**src/rtl/spi_frame_arbiter_pkg.sv**
```systemverilog
// Shared definitions for the SPI frame arbiter: controller state encoding,
// default frame geometry and the width of the per-frame length field.
package spi_frame_arbiter_pkg;

    localparam int MAX_LEN_DEF       = 4;
    localparam int START_TIMEOUT_DEF = 16;
    localparam int LEN_W             = 3;

    typedef enum logic [2:0] {
        ST_IDLE,
        ST_START,
        ST_WAIT_LOW,
        ST_WAIT_HIGH,
        ST_FINISH
    } state_t;

endpackage

```
**src/rtl/spi_rr_arbiter2.sv**
```systemverilog
// Two-way round-robin pick with a last-served flag; the flag only moves when
// a frame finishes, so the requester that just completed loses the next tie.
module spi_rr_arbiter2 (
    input  logic clk,
    input  logic reset,
    input  logic req0,
    input  logic req1,
    input  logic update,
    input  logic served,
    output logic any_req,
    output logic pick
);

    logic last_q;

    assign any_req = req0 | req1;
    assign pick    = (req0 & req1) ? ~last_q : req1;

    // Last-served starts at 1 so requester 0 wins the first tie.
    always_ff @(posedge clk) begin
        if (reset) begin
            last_q <= 1'b1;
        end else if (update) begin
            last_q <= served;
        end
    end

endmodule

```
**src/rtl/spi_frame_arbiter.sv**
```systemverilog
// Arbitrates two frame requesters onto one byte-wide spi_master, sending the
// latched frame MSB-byte first and handshaking each byte on spi_ss.
module spi_frame_arbiter
    import spi_frame_arbiter_pkg::*;
#(
    parameter int MAX_LEN       = MAX_LEN_DEF,
    parameter int START_TIMEOUT = START_TIMEOUT_DEF
) (
    input  logic                 clk,
    input  logic                 reset,
    input  logic                 req0,
    input  logic                 req1,
    input  logic [LEN_W-1:0]     len0,
    input  logic [LEN_W-1:0]     len1,
    input  logic [8*MAX_LEN-1:0] frame0,
    input  logic [8*MAX_LEN-1:0] frame1,
    output logic                 grant0,
    output logic                 grant1,
    output logic                 done0,
    output logic                 done1,
    output logic                 err0,
    output logic                 err1,
    output logic                 busy,
    output logic                 spi_start,
    output logic [7:0]           spi_data,
    input  logic                 spi_ss
);

    localparam int               CNT_W     = $clog2(START_TIMEOUT) + 1;
    localparam logic [LEN_W-1:0] MAX_LEN_L = LEN_W'(MAX_LEN);

    state_t               state_q, state_n;
    logic                 owner_q;
    logic [LEN_W-1:0]     len_q;
    logic [LEN_W-1:0]     idx_q;
    logic [CNT_W-1:0]     cnt_q;
    logic [7:0]           bytes_q [1<<LEN_W];

    logic                 any_req;
    logic                 pick;
    logic [LEN_W-1:0]     win_len;
    logic [LEN_W-1:0]     win_len_clamp;
    logic [8*MAX_LEN-1:0] win_frame;
    logic [LEN_W-1:0]     idx_inc;
    logic                 timed_out;
    logic                 grant_n, done_n, err_n, start_n, busy_n;

    spi_rr_arbiter2 u_arb (
        .clk     (clk),
        .reset   (reset),
        .req0    (req0),
        .req1    (req1),
        .update  (state_q == ST_FINISH),
        .served  (owner_q),
        .any_req (any_req),
        .pick    (pick)
    );

    assign win_len       = pick ? len1 : len0;
    assign win_len_clamp = (win_len > MAX_LEN_L) ? MAX_LEN_L : win_len;
    assign win_frame     = pick ? frame1 : frame0;
    assign idx_inc       = idx_q + LEN_W'(1);
    assign timed_out     = (cnt_q == CNT_W'(START_TIMEOUT - 1));

    always_comb begin
        state_n = state_q;
        grant_n = 1'b0;
        done_n  = 1'b0;
        err_n   = 1'b0;
        start_n = 1'b0;
        busy_n  = 1'b1;
        unique case (state_q)
            ST_IDLE: begin
                busy_n  = any_req;
                grant_n = any_req;
                if (any_req) begin
                    state_n = (win_len_clamp != '0) ? ST_START : ST_FINISH;
                end
            end
            ST_START: begin
                start_n = 1'b1;
                state_n = ST_WAIT_LOW;
            end
            ST_WAIT_LOW: begin
                // A falling select always wins over an expiring timeout.
                if (!spi_ss) begin
                    state_n = ST_WAIT_HIGH;
                end else if (timed_out) begin
                    err_n   = 1'b1;
                    state_n = ST_IDLE;
                end
            end
            ST_WAIT_HIGH: begin
                if (spi_ss) begin
                    state_n = (idx_inc < len_q) ? ST_START : ST_FINISH;
                end
            end
            ST_FINISH: begin
                done_n  = 1'b1;
                state_n = ST_IDLE;
            end
            default: state_n = ST_IDLE;
        endcase
    end

    always_ff @(posedge clk) begin
        if (reset) begin
            state_q   <= ST_IDLE;
            owner_q   <= 1'b0;
            len_q     <= '0;
            idx_q     <= '0;
            cnt_q     <= '0;
            grant0    <= 1'b0;
            grant1    <= 1'b0;
            done0     <= 1'b0;
            done1     <= 1'b0;
            err0      <= 1'b0;
            err1      <= 1'b0;
            busy      <= 1'b0;
            spi_start <= 1'b0;
            spi_data  <= 8'h00;
        end else begin
            state_q   <= state_n;
            grant0    <= grant_n & ~pick;
            grant1    <= grant_n & pick;
            done0     <= done_n & ~owner_q;
            done1     <= done_n & owner_q;
            err0      <= err_n & ~owner_q;
            err1      <= err_n & owner_q;
            busy      <= busy_n;
            spi_start <= start_n;
            if (grant_n) begin
                owner_q <= pick;
                len_q   <= win_len_clamp;
                idx_q   <= '0;
            end
            if (start_n) begin
                spi_data <= bytes_q[idx_q];
                cnt_q    <= '0;
            end
            if (state_q == ST_WAIT_LOW && spi_ss) begin
                cnt_q <= cnt_q + CNT_W'(1);
            end
            if (state_q == ST_WAIT_HIGH && spi_ss) begin
                idx_q <= idx_inc;
            end
        end
    end

    // Payload copy is pure data; it is only meaningful after a grant.
    always_ff @(posedge clk) begin
        if (grant_n) begin
            for (int i = 0; i < MAX_LEN; i++) begin
                bytes_q[i] <= win_frame[8*(MAX_LEN-1-i) +: 8];
            end
        end
    end

endmodule

```
**config.mk**
```make
export PLATFORM = sky130hd
export DESIGN_NAME = spi_frame_arbiter
export DESIGN_NICKNAME = d
export VERILOG_FILES = /design/src/rtl/spi_frame_arbiter_pkg.sv /design/src/rtl/spi_rr_arbiter2.sv /design/src/rtl/spi_frame_arbiter.sv
export SDC_FILE = /design/constraint.sdc
export NUM_CORES = 1
export LEC_CHECK = 0
export ABC_CLOCK_PERIOD_IN_PS = 3100
export BUFFER_PORTS_ARGS = -buffer_cell sky130_fd_sc_hd__buf_2
export CAP_MARGIN = 20
export CORE_MARGIN = 2
export CORE_UTILIZATION = 55
export CTS_CLUSTER_DIAMETER = 80
export DETAILED_ROUTE_END_ITERATION = 10
export PLACE_DENSITY = 0.85
export SLEW_MARGIN = 0
export SYNTH_ARGS = -nofsm -noshare
export SYNTH_HDL_FRONTEND = slang
export SYNTH_SLANG_ARGS = --single-unit
```
**constraint.sdc**
```tcl
create_clock -name clk -period 3.1 [get_ports clk]
set_input_delay 0.62 -clock clk [delete_from_list [all_inputs] [get_ports clk]]
set_output_delay 0.62 -clock clk [all_outputs]
set_load 0.01 [all_outputs]
```
Yosys cells after proc, flatten, opt, wreduce, memory -nomap -nowiden --
Memories as Yosys holds them, arrays and structs flattened. A register that Yosys moved wholly into a read port is not among the register bits. Index checks and enable logic that the tools add are counted.
Storage, ports and cells: output and inout port bits 16, logic and storage cells 69, bits in registers 24, memories kept 1, input port bits 75, RAM bits 64
Cells by class: order comparisons 2, equal/unequal tests 8, mux-type cells 24, add/subtract/negate cells 2, bitwise gates (word level) 11, reduce and logical (&&, ||, !) cells 7
Memory list:
- bytes_q | words 8, width 8, rd ports 1, clocked after memory_dff 1, write ports 4, line spi_frame_arbiter.sv:37 | logic [7:0] bytes_q [1<<LEN_W];
Operators with widths (number):
- $mux W32 | 1
- $mux W3 | 10
- $pmux W3 S4 | 1
- $mux W1 | 10
- $mux W5 | 2
- $and A1 B1 Y1 | 7
- $eq A3 B2 Y1 const B | 2
- $add A5 B1 Y5 const B | 1
- $eq A5 B4 Y1 const B | 1
- $ne A2 B2 Y1 const B | 2
- $reduce_bool A2 Y1 | 2
- $add A3 B1 Y3 const B | 1
- $eq A3 B1 Y1 const B | 1
- $eq A3 B3 Y1 const B | 1
- $gt A3 B3 Y1 const B | 1
- $logic_not A3 Y1 | 1
- $lt A3 B3 Y1 | 1
- $ne A3 B3 Y1 const B | 1
- $not A1 Y1 | 3
- $reduce_and A3 Y1 | 1
- $reduce_bool A3 Y1 | 1
- $logic_and A1 B1 Y1 | 2
- $or A1 B1 Y1 | 1

Longest topological paths before layout --
depth in word-level cells 9, mapped depth 7, depth with buffers taken out 7

By module --
From an unflattened synthesis, not the netlist that was laid out.
Second synthesis, totals: cells, all modules 244, area total of the unflattened synthesis 2961.6 um^2
By module, submodules not included:
- spi_frame_arbiter | instances 1, sequential area each 1581.5 um^2, cells each 239, area an instance 2912.8 um^2
- spi_rr_arbiter2 | instances 1, sequential area each 20.0 um^2, cells each 5, area an instance 48.8 um^2

Worst setup path before layout --
OpenSTA, ideal clock, no wires.
path kind input -> register, from input req1, to register len_q[0], slack 1.306 ns, path buffers 0, cell stages on the path 5, arrival 1.649 ns, library setup time 0.145 ns, required time 2.955 ns, path through or2_2 nand2_2 clkinv_2 nor2_1 a211oi_1
Between the ends: elaborated cells on any way between the ends 7, classes of those cells order compare: 1; mux: 4; bitwise: 2
RTL lines:
- from (decl) | line spi_frame_arbiter.sv:12 | input logic req1,
- $or A1 B1 Y1 | line spi_rr_arbiter2.sv:16 | assign any_req = req0 | req1;
- $mux W1 | line spi_frame_arbiter.sv:72 | unique case (state_q)
- named net grant_n | line spi_frame_arbiter.sv:46 | logic grant_n, done_n, err_n, start_n, busy_n;
- to (signal assigned) | line spi_frame_arbiter.sv:134 | len_q <= win_len_clamp;
- to (decl) | line spi_frame_arbiter.sv:34 | logic [LEN_W-1:0] len_q;
The timed path passes the listed nets, and every way through them passes these cells. A chain may end at the register's enable or synchronous reset.

Final worst setup path --
from register idx_q[1], to register state_q[2]
Between the ends: word-level cells in the longest chain between the ends 5
RTL lines:
- from (decl) | line spi_frame_arbiter.sv:35 | logic [LEN_W-1:0] idx_q;
- from (signal assigned) | line spi_frame_arbiter.sv:145 | idx_q <= idx_inc;
- $add A3 B1 Y3 | line spi_frame_arbiter.sv:62 | assign idx_inc = idx_q + LEN_W'(1);
- $lt A3 B3 Y1 | line spi_frame_arbiter.sv:95 | state_n = (idx_inc < len_q) ? ST_START : ST_FINISH;
- $mux W3 | line spi_frame_arbiter.sv:95
- $mux W3 | line spi_frame_arbiter.sv:94 | if (spi_ss) begin
- $pmux W3 S4 | line spi_frame_arbiter.sv:72
- to (signal assigned) | line spi_frame_arbiter.sv:123 | state_q <= state_n;
- to (decl) | line spi_frame_arbiter.sv:32 | state_t state_q, state_n;
Every way passes these cells. The select of a mux whose other input is x is not followed.

==> reports/results.txt <==
Status - finished, final reports clean
Hold endpoint - spi_data[1]
Fin crit share - 0.665
Unique masters post-synth - 43
Hold_buf cts - 0
Clock Skew - 0.00619 ns
Total core area - 5140 um2
Post-route cell area - 3640 um2
Final ANT Viol Nets - 0
Worst-path clk slew - 0.07 ns
CP Capture Type - flop
Worst Tran Pin Value - 0.621 ns
Crit path kind - flop to flop
Reg2Reg Depth - 7
Max-cap violations - 0
Arrival time worst endpoint - 2.29 ns
First-pass GRT wire length - 9630 um
DR top layer - met4
Met1 Routed Length - 2360 um
Metal3 WL - 396 um
Total die area - 5990 um2
Ys flop type - edfxtp_1
GRT overflow - 0
FMAX - 485 MHz
Minimum clock period - 2.06 ns
R2R Setup Slk - 1.04 ns
Ranking of synthesized cells by area - edfxtp_1 32%, dfxtp_1 22%, mux2_2 12%, mux4_2 6.1%, nand2_1 3.2%
Pre-CTS WS - 0.905 ns
Clk sink count - 64
Inst Count DP - 391
Total Power - 2.31 mW
Vias in the first global route - 2,107
Placed Area - 3440 um2
Diodes inserted - 0
Clock root buffer master - clkbuf_8
Post-Syn Area - 2960 um2
Seq cells post-synth - 64
DRT Wirelength - 5910 um
Detailed Place HPWL - 4090 um
Layout cell share with drive strength beyond 1 - 0.454
RR Endpoint - state_q[2]
# nets final - 412
Vias per cell - 5.36
Largest net degree at the start of global routing - 41
Area Overhead vs Synth - 23.0%
RSZ-0062 raised after global routing - no
Syn_nets - 323
Rel. slew slack - 0.586
Avg Cell Area, Syn - 12.2 um2
Final hold slack - 0.455 ns
Worst flop-to-flop path startpoint - idx_q[1]
Starting Density - 0.576
Finish-stage setup viols - 0
Worst-path maximum fanout - 10
Peak supply drop - 0.379 mV
Cell taking the most area after synthesis - edfxtp_1
Antenna violations before repair - 0
Power density cells - 634 nW/um2
Row Count - 26
Hold depth - 2
Synth top area share - 0.325
Register area share after synthesis - 0.541
Die H - 77.4 um
TritonCTS Buffers - 9
Via count - 2,180
Cells after Synth - 243
DR pass1 iterations - 4
Worst EP required - 3.33 ns
Final hold violation count - 0
Beginning of the worst hold path - spi_data[1]
Min-Delay Path Class - flop to flop
Max Slew Vio Count - 0
# IOs - 91
FFs w/ async S/R, synth - 0
Clock buffer depth - 2
Number of I/O port buffers - 90
Final worst slack - 1.04 ns
Syn. warnings - 0
Global Route Usage Sum - 0.208
Fin util - 0.708
Metal2 WL - 3030 um
Worst-Skew Late Latency - 0.34 ns
EDFF count, synth - 32
DRC errors left - 0
CTS tree - done
Final Non-Filler Cells - 407
1st-iter DRT viols - 124
P_leak - 1.50 nW
Startpoint Class - flop
GP Congestion - 0.750
Post-CTS Resized - 0
Drt wl/cell - 14.5 um
H-tree Lvls - 3
Setup bufs post-CTS - 0
Setup TNS Final - 0 ns
Chip width - 77.4 um
## registers in the layout, indices dropped and copies added (netlist names)
register	cells
owner_q	1
cnt_q	5
grant1	1
state_q	3
grant0	1
u_arb.last_q	1
err0	1
busy	1
done1	1
spi_start	1
err1	1
idx_q	3
done0	1
spi_data	8
len_q	3
bytes_q	32
## layout make-up
type / instances / area, um2
clock buffer: 12 / 135
clock inverter: 4 / 68.8
fill: 367 / 1500
inverter: 9 / 35.0
multi-input combinational: 156 / 1250
sequential: 64 / 1600
tap: 70 / 87.6
timing repair buffer: 92 / 465
## how the worst max path moves through the flow
| stage | depth (start not counted) | slack (ns) | end | start |
|---|---|---|---|---|
| final | 7 | 1.04 | state_q[2] | idx_q[1] |
| after global routing | 7 | 0.80 | state_q[2] | idx_q[1] |
| after CTS | 7 | 1.02 | state_q[2] | idx_q[1] |
| after detailed placement | 6 | 0.91 | len_q[0] | req1 |
| after global placement | 6 | 1.02 | len_q[0] | req1 |
| after floorplan | 5 | 1.31 | len_q[0] | req1 |
## cell families (layout without fill, tap and decap cells)
kind of cell | after synthesis | count (layout) | synth area share
and+or+nand+nor | 71 | 71 | 0.125
buffers and inverters | 23 | 117 | 0.0406
DFF | 64 | 64 | 0.541
AOI/OAI and AO/OA | 36 | 36 | 0.0765
adders and majority gates | 5 | 5 | 0.0211
xor gates and xnor gates | 1 | 1 | 0.00296
muxes | 43 | 43 | 0.193
## layout by cell type (no fill, tap or decap), drive strengths merged, types with 2 or more instances in the layout
cell    Yosys  final
edfxtp     32     32
nor4        2      2
mux4        8      8
a211oi      5      5
nor3        7      7
nor3b       4      4
nand3       3      3
dfxtp      32     32
ha          5      5
and3        3      3
nand2      26     26
nor2       17     17
buf        10     92
clkbuf      4     12
a21oi      15     15
bufinv      0      2
mux2       32     32
clkinv      1      3
o211ai      2      2
o21ai       2      2
a31oi       7      7
mux2i       3      3
inv         8      8
## worst max-delay path, cell delays in order (launching register included)
cell	delay, ns
dfxtp_1	0.60
ha_1	0.29
xor2_1	0.16
ha_1	0.26
a21o_1	0.15
a31oi_1	0.18
o22ai_1	0.12
and3_1	0.19
## routing by layer
layer,vias up,global-route usage
met5,-,0
met3,12,0.0628
li1,1074,-
met1,1007,0.253
met4,0,0.0804
met2,87,0.349
## synth_stat cells (all sizes together), types with 2 or more instances
cell type	n
a21oi	15
mux2	32
dfxtp	32
mux4	8
nor3	7
buf	10
nor4	2
nor3b	4
edfxtp	32
ha	5
o21ai	2
and3	3
a211oi	5
mux2i	3
nand2	26
nor2	17
a31oi	7
clkbuf	4
inv	8
o211ai	2
nand3	3
## where the power goes
part	internal [mW]	total, mW	switching (mW)
registers	1.06	1.13	0.0677
clock network	0.450	0.751	0.301
logic	0.186	0.424	0.239
Power figures use the tool's default switching activity.
